### src/rtl/uart_tx_fifo.sv
`default_nettype none
// ============================================================================
// Module      : uart_tx_fifo
// Description : Byte FIFO feeding an 8N1 UART serializer for the SD controller TX stream.
// Revision    : 1.0 - initial release
// ============================================================================
module uart_tx_fifo #(
  parameter int CLKS_PER_BIT = 434,
  parameter int DEPTH_LOG2   = 4
) (
  input  logic                  clk,
  input  logic                  reset,
  input  logic                  tx_en,
  input  logic [7:0]            tx_data,
  output logic                  tx,
  output logic                  busy,
  output logic                  full,
  output logic                  empty,
  output logic [DEPTH_LOG2:0]   count,
  output logic                  overflow
);

  localparam int c_DEPTH  = 1 << DEPTH_LOG2;
  localparam int c_BAUD_W = $clog2(CLKS_PER_BIT);
  localparam logic [c_BAUD_W-1:0]   c_BAUD_LAST  = c_BAUD_W'(CLKS_PER_BIT - 1);
  localparam logic [DEPTH_LOG2:0]   c_FULL_COUNT = {1'b1, {DEPTH_LOG2{1'b0}}};

  localparam logic [1:0] c_IDLE  = 2'd0;
  localparam logic [1:0] c_START = 2'd1;
  localparam logic [1:0] c_DATA  = 2'd2;
  localparam logic [1:0] c_STOP  = 2'd3;

  logic [7:0]            r_mem [c_DEPTH];
  logic [DEPTH_LOG2-1:0] r_wr_ptr;
  logic [DEPTH_LOG2-1:0] r_rd_ptr;
  logic [DEPTH_LOG2:0]   r_count;
  logic                  r_full;
  logic                  r_empty;
  logic                  r_overflow;
  logic [1:0]            r_state;
  logic [c_BAUD_W-1:0]   r_baud;
  logic [2:0]            r_bit_idx;
  logic [7:0]            r_shift;
  logic                  r_tx;

  logic                  w_baud_done;
  logic                  w_has_data;
  logic                  w_wr;
  logic                  w_pop;
  logic [1:0]            w_state_next;
  logic [7:0]            w_shift_next;
  logic                  w_tx_next;
  logic [DEPTH_LOG2:0]   w_count_next;

  assign w_baud_done = (r_baud == c_BAUD_LAST);
  assign w_has_data  = (r_count != '0);
  // Writes are judged against the pre-edge full flag, so a same-cycle pop never frees room.
  assign w_wr        = tx_en && !r_full;

  // ---------------------------------------------------------------- FSM state register
  always_ff @(posedge clk or negedge reset) begin
    if (!reset) begin
      r_state <= c_IDLE;
    end else begin
      r_state <= w_state_next;
    end
  end

  // ---------------------------------------------------------------- FSM next state
  always_comb begin
    w_state_next = r_state;
    case (r_state)
      c_IDLE:  if (w_has_data) w_state_next = c_START;
      c_START: if (w_baud_done) w_state_next = c_DATA;
      c_DATA:  if (w_baud_done && (r_bit_idx == 3'd7)) w_state_next = c_STOP;
      c_STOP:  if (w_baud_done) w_state_next = w_has_data ? c_START : c_IDLE;
      default: w_state_next = c_IDLE;
    endcase
  end

  // ---------------------------------------------------------------- FSM outputs
  always_comb begin
    w_pop        = 1'b0;
    w_shift_next = r_shift;
    w_tx_next    = 1'b1;
    if ((r_state == c_IDLE) || ((r_state == c_STOP) && w_baud_done)) begin
      w_pop = w_has_data;
    end
    if (w_pop) begin
      w_shift_next = r_mem[r_rd_ptr];
    end else if ((r_state == c_DATA) && w_baud_done) begin
      w_shift_next = {1'b0, r_shift[7:1]};
    end
    // Line value follows the state being entered so tx changes exactly on bit boundaries.
    case (w_state_next)
      c_START: w_tx_next = 1'b0;
      c_DATA:  w_tx_next = w_shift_next[0];
      default: w_tx_next = 1'b1;
    endcase
  end

  always_comb begin
    w_count_next = r_count;
    case ({w_wr, w_pop})
      2'b10:   w_count_next = r_count + 1'b1;
      2'b01:   w_count_next = r_count - 1'b1;
      default: w_count_next = r_count;
    endcase
  end

  always_ff @(posedge clk) begin
    if (w_wr) begin
      r_mem[r_wr_ptr] <= tx_data;
    end
  end

  always_ff @(posedge clk or negedge reset) begin
    if (!reset) begin
      r_wr_ptr   <= '0;
      r_rd_ptr   <= '0;
      r_count    <= '0;
      r_full     <= 1'b0;
      r_empty    <= 1'b1;
      r_overflow <= 1'b0;
    end else begin
      if (w_wr)  r_wr_ptr <= r_wr_ptr + 1'b1;
      if (w_pop) r_rd_ptr <= r_rd_ptr + 1'b1;
      r_count    <= w_count_next;
      r_full     <= (w_count_next == c_FULL_COUNT);
      r_empty    <= (w_count_next == '0);
      r_overflow <= tx_en && r_full;
    end
  end

  always_ff @(posedge clk or negedge reset) begin
    if (!reset) begin
      r_baud    <= '0;
      r_bit_idx <= 3'd0;
      r_shift   <= 8'd0;
      r_tx      <= 1'b1;
    end else begin
      if (w_pop || (r_state == c_IDLE) || w_baud_done) begin
        r_baud <= '0;
      end else begin
        r_baud <= r_baud + 1'b1;
      end
      if ((r_state == c_START) && w_baud_done) begin
        r_bit_idx <= 3'd0;
      end else if ((r_state == c_DATA) && w_baud_done) begin
        r_bit_idx <= r_bit_idx + 3'd1;
      end
      r_shift <= w_shift_next;
      r_tx    <= w_tx_next;
    end
  end

  assign tx       = r_tx;
  assign busy     = (r_state != c_IDLE);
  assign full     = r_full;
  assign empty    = r_empty;
  assign count    = r_count;
  assign overflow = r_overflow;

endmodule
`default_nettype wire
### config.mk
export PLATFORM = sky130hd
export DESIGN_NAME = uart_tx_fifo
export DESIGN_NICKNAME = d
export VERILOG_FILES = /design/src/rtl/uart_tx_fifo.sv
export SDC_FILE = /design/constraint.sdc
export NUM_CORES = 1
export LEC_CHECK = 0
export CORE_MARGIN = 2
export CORE_UTILIZATION = 35
export CTS_CLUSTER_SIZE = 8
export DETAILED_ROUTE_END_ITERATION = 16
export MAX_ROUTING_LAYER = met4
export PLACE_DENSITY = 0.5
export RECOVER_POWER = 50
export SYNTH_ARGS = -nofsm -noshare
export SYNTH_HDL_FRONTEND = slang
export SYNTH_SLANG_ARGS = --single-unit
### constraint.sdc
create_clock -name clk -period 4.75 [get_ports clk]
set_input_delay 0.7125 -clock clk [delete_from_list [all_inputs] [get_ports clk]]
set_output_delay 0.7125 -clock clk [all_outputs]
set_load 0.01 [all_outputs]
Word level (Yosys, flattened, before mapping)
Memory sizes are Yosys's and may differ from the RTL's.
Index checks and enable logic that the tools add are counted.
Widths: inputs -> output; s select.
- register bits: 39
- memory bits (writable): 128
- input port bits: 11
- output and inout port bits: 10
- logic and storage cells: 61
- memories: 1
- memories (memory ; depth ; width ; rd ports ; clocked after Yosys merged registers in ; wr ports ; RTL line ; RTL):
    r_mem ; 16 ; 8 ; 1 ; 0 ; 1 ; 33 ; logic [7:0] r_mem [c_DEPTH];
- $add $sub $neg: 6
- equality and inequality tests: 10
- mux-type cells: 16
- reductions and logical operators: 16
- operators with widths (operator ; count):
    $mux 8 ; 2
    $pmux 5 s2 ; 1
    $add 9x1->9 const B ; 1
    $eq 9x9->1 const B ; 1
    $mux 9 ; 1
    $add 4x1->4 const B ; 2
    $eq 2x2->1 const B ; 4
    $mux 2 ; 4
    $pmux 2 s4 ; 1
    $eq 2x1->1 const B ; 3
    $logic_and 1x1->1 ; 6
    $mux 3 ; 2
    $reduce_bool 2->1 ; 3
    $add 5x1->5 const B ; 1
    $eq 5x5->1 const B ; 1
    $logic_not 5->1 ; 1
    $reduce_bool 5->1 ; 1
    $sub 5x1->5 const B ; 1
    $mux 1 ; 4
    $add 3x1->3 const B ; 1
    $eq 3x3->1 const B ; 1
    $logic_or 1x1->1 ; 3
    $logic_not 2->1 ; 1
    $pmux 1 s2 ; 1
    $logic_not 1->1 ; 1

Longest topological paths before layout
- depth in word-level cells: 7
- depth in mapped cells: 15
- depth with buffers taken out: 13

Worst setup path before layout
Ideal clock, no wire load.
- path kind: register to register
- from: reg r_count[2] (netlist: count[2])
- to: reg r_full (netlist: full)
- library setup time: 88 ps
- arrival time: 3364 ps
- required time: 4662 ps
- path slack: 1298 ps
- cell stages (with the launch flop): 15
- buffers on the path: 3
- period minus slack after synthesis: 3452 ps
- path through: dfrtp_1 > clkbuf_1 > or2_2 > or4_1 > o21a_1 > clkbuf_1 > ha_1 > clkbuf_1 > xor2_1 > ha_1 > o31ai_1 > a211oi_1 > a211oi_1 > xor2_1 > nor3b_1
- word-level cells in the longest chain between the ends: 5
- elaborated cells between the ends (all ways): 8
- those cells by class: add/sub (2); eq/ne (3); mux (2); reduce/logical (1)
- ends and longest elaborated chain (item ; RTL line ; RTL):
    start, declared ; 36 ; logic [DEPTH_LOG2:0] r_count;
    start signal, assigned ; 128 ; r_count <= w_count_next;
    branches (longest 3 deep; another with $sub 5x1->5) ; n/a ;
    $pmux 5 s2 (*) ; 104 ; case ({w_wr, w_pop})
    net w_count_next[4] ; 53 ; logic [DEPTH_LOG2:0] w_count_next;
    $eq 5x5->1 (*) ; 129 ; r_full <= (w_count_next == c_FULL_COUNT);
    end signal, assigned ; 129 ;
    end, declared ; 37 ; logic r_full;
Mark *: on every way through the listed nets, which the timed path passes.
A chain may end at the register's enable or synchronous reset.

Worst setup path after layout
- from: reg r_baud[3]
- to: reg r_full (netlist: full)
- word-level cells in the longest chain between the ends: 7
- elaborated cells between the ends (all ways): 8
- those cells by class: eq/ne (4); mux (2); reduce/logical (2)
- ends and longest elaborated chain (item ; RTL line ; RTL):
    start, declared ; 41 ; logic [c_BAUD_W-1:0] r_baud;
    start signal, assigned ; 145 ; r_baud <= r_baud + 1'b1;
    $eq 9x9->1 (*) ; 55 ; assign w_baud_done = (r_baud == c_BAUD_LAST);
    $logic_and 1x1->1 (*) ; 86 ; if ((r_state == c_IDLE) || ((r_state == c_STOP) && w_baud_done)) begin
    $logic_or 1x1->1 (*) ; 86 ;
    $mux 1 (*) ; 86 ;
    $eq 2x1->1 or $eq 2x2->1 (tied branches) ; 104 ;
    $pmux 5 s2 (*) ; 104 ;
    net w_count_next[4] ; 53 ;
    $eq 5x5->1 (*) ; 129 ;
The timed path passes the listed nets; every way through them passes the cells marked *.

==> flow_summary_export.csv <==
group,metric,value,unit
run_status,status,"finished with violations",
run_status,violations,"max-capacitance violations, max-slew violations",
clocking,cts_setup_buffers,0,
synthesis,yosysTopAreaCell,"edfxtp_1",
synthesis,synthCells,414,
setup_path,crit_required,5.08,ns
final_layout,diodes,0,
final_layout,synthToLayoutAreaGrowth,15.3,%
sta,period_share,0.750,
synthesis,synthXorXnorAreaFrac,0.0253,
synthesis,syn-cell-area,6930,um2
synthesis,synth_simple_gate_area_frac,0.0731,
floorplan,pin_count,21,
route,vias,3521,
route,drt_iter0_drc,259,
grt,busiest_layer,"met2",
grt,grt_util_met3,0.0332,
final_layout,drive_above_1_share,0.181,
sta,fin_tns_setup,0,ns
synthesis,seq_area_frac_synth,0.696,
setup_path,crit_arrival,3.89,ns
synthesis,synth.area.mux_share,0.119,
sta,finalMaxSlewViolations,40,
clocking,cts_made_buffers,17,
clocking,path_clk_slew,0.07,ns
sta,relSlewSlack,-0.421,
power,p_per_area,574,nW/um2
sta,hold_viol_final,0,
clocking,hold_buffers,0,
synthesis,synth_edf_count,128,
route,wirelength,14.1,mm
route,drc,0,
floorplan,die_w,145,um
setup_path,rr_worst_depth,12,
floorplan,initial_utilization,0.356,
grt,grt-ovfl-total,0,
clocking,ctsResizeCount,0,
worst_hold_path,hold_class,"reg2reg",
power,ir_worst_vdd,0.277,mV
floorplan,dieArea,20900,um2
clocking,cts_tree,"done",
final_layout,nets,459,
route,viasPerCell,4.95,
synthesis,yosys_warnings,0,
clocking,cts.sinks,167,
grt,grt_pass1_vias,3573,
sta,fin_crit,3.56,ns
final_layout,multiInputGateArea,1990,um2
grt,met2_usage,0.234,
setup_path,criticalPathCategory,"reg2reg",
sta,finalClockSkew,0.0103,ns
synthesis,synthTopCellsByArea,"edfxtp_1, dfrtp_1, mux4_2",
worst_hold_path,min_delay_path_depth,1,
sta,tightest_slew,2.13,ns
grt,grt_max_degree,40,
synthesis,synth_cell_types,45,
route,first_pass_iters,4,
floorplan,die_h,145,um
placed_design,place_hpwl,9.07,mm
synthesis,synthArstFlopShare,0.234,
synthesis,synth_top_area_frac,0.555,
floorplan,core_area,19500,um2
synthesis,ys_ff_latch,167,
synthesis,synthAdderAreaFrac,0.0217,
placed_design,gp_congestion,0.775,
synthesis,synth-compound-area-share,0.0484,
power,p_leak,0.00272,uW
synthesis,postSynthAreaPerCell,16.7,um2
grt,met1_usage,0.198,
synthesis,synth_nets,437,
final_layout,fillers,1742,
route,wl_per_cell,19.7,um
job,max-cap-violations,1,
route,ant_nets,0,
synthesis,synth_top_family_by_area,"multiplexers",
clocking,clockBufferDepth,2,
setup_path,crit_path_end_kind,"flip-flop",
sta,timing.fmax,281,MHz
final_layout,regArea,4820,um2
setup_path,cp_max_fo,22,
grt,grt_pass1_wl,21.5,mm
sta,fin_hold_ws,0.520,ns
floorplan,rows,51,
sta,finalSetupViolCount,0,
clocking,insertion_delay,0.42,ns
placed_design,placement.io_buffers,20,
synthesis,ys.flop_type,"edfxtp_1",
clocking,htree_levels,4,
clocking,cts-root-buf,"clkbuf_16",
setup_path,start_kind,"flip-flop",
grt,antenna_found_initial,0,
grt,grt_usage,0.150,
sta,rsz0062_at_grt,"false",
final_layout,utilization,0.410,
==> cell type report <==
class                      instances  area share
timing repair buffer              23      0.0271
multi-input combinational        217       0.249
clock buffer                      17      0.0533
clock inverter                    13      0.0205
sequential                       167       0.604
tap                              265      0.0415
inverter                          10     0.00470
==> metrics by stage <==
stage / worst slack (ns) / std cells / power [uW] / cell area, um2
finish: 1.19 / 712 / 4580 / 7990
global route: 0.885 / 712 / 4810 / 7990
CTS: 1.20 / 712 / 4640 / 7990
detailed placement: 1.10 / 682 / 3250 / 7400
global placement: 1.20 / 682 / 3230 / 7400
floorplan: 1.30 / 414 / 2810 / 6930
==> flip-flops by register name (all words and copies together) (netlist names) <==
name,flops
tx,1
full,1
count,5
r_baud,9
r_shift,8
overflow,1
r_bit_idx,3
empty,1
r_wr_ptr,4
r_state,2
r_rd_ptr,4
r_mem,128
==> synthesized netlist by cell type, types with 2 or more instances <==
master	number
a211oi_1	2
a21oi_1	4
a22o_1	2
a22oi_1	16
a31oi_1	8
and2_1	18
buf_1	2
buf_2	5
clkbuf_1	13
dfrtp_1	37
dfstp_2	2
edfxtp_1	128
ha_1	12
inv_1	10
mux2_2	9
mux4_2	32
nand2_1	19
nand3_1	5
nand4_1	4
nor2_1	27
nor2b_1	3
nor3_1	3
nor3b_1	2
nor4_1	2
o21ai_0	9
o31ai_1	2
or2_2	2
xnor2_1	15
xor2_1	5
==> placed cells by master, fill, tap and decap left out, drive strengths merged, types with 9 or more instances in the layout <==
cell and instances:
a22oi 16, and2 18, clkbuf 18, clkdlybuf4s50 10
dfrtp 37, dlygate4sd3 9, edfxtp 128, ha 12
inv 18, mux2 9, mux4 32, nand2 19
nor2 27, o21ai 9, xnor2 15
==> worst max-delay path, cell delays in order, from the launching register on <==
cell	delay [ns]
dfrtp_1	0.41
or4b_4	0.59
nor4_1	0.28
o21a_1	0.15
buf_4	0.24
ha_1	0.32
xor2_1	0.17
ha_1	0.23
nor4bb_1	0.26
a211oi_1	0.09
a211oi_1	0.26
xor2_1	0.25
nor3b_1	0.22
==> final timing paths <==
path	startpoint	slack, ns	endpoint
worst min register to register	r_baud[0]	0.52	r_baud[0]
worst max register to register	r_baud[3]	1.19	full
worst max-delay path	r_baud[3]	1.19	full
max in group asynchronous	reset	2.46	r_rd_ptr[0]
worst min-delay path	r_baud[0]	0.52	r_baud[0]
min in group asynchronous	reset	0.91	r_baud[4]
==> logic make-up after synthesis <==
family,Yosys count
flops,167
simple gates,95
compound gates,49
mux,41
buf+inv,30
xor+xnor,20
fa+ha+maj,12
==> per-layer routing <==
layer	part of all wire	vias to the layer above	wire length (um)
met5	0	-	0
met3	0.027	11	379
li1	-	1645	-
met4	0.012	0	163
met1	0.48	1823	6690
met2	0.49	42	6830
==> power by group <==
group          leakage, uW  switching (uW)  internal (uW)  total (uW)
clock             0.000288             599            789        1390
combinational     0.000802             561            557        1120
sequential         0.00163             267           1810        2070
Note: power is estimated with default switching activity, not from simulation.
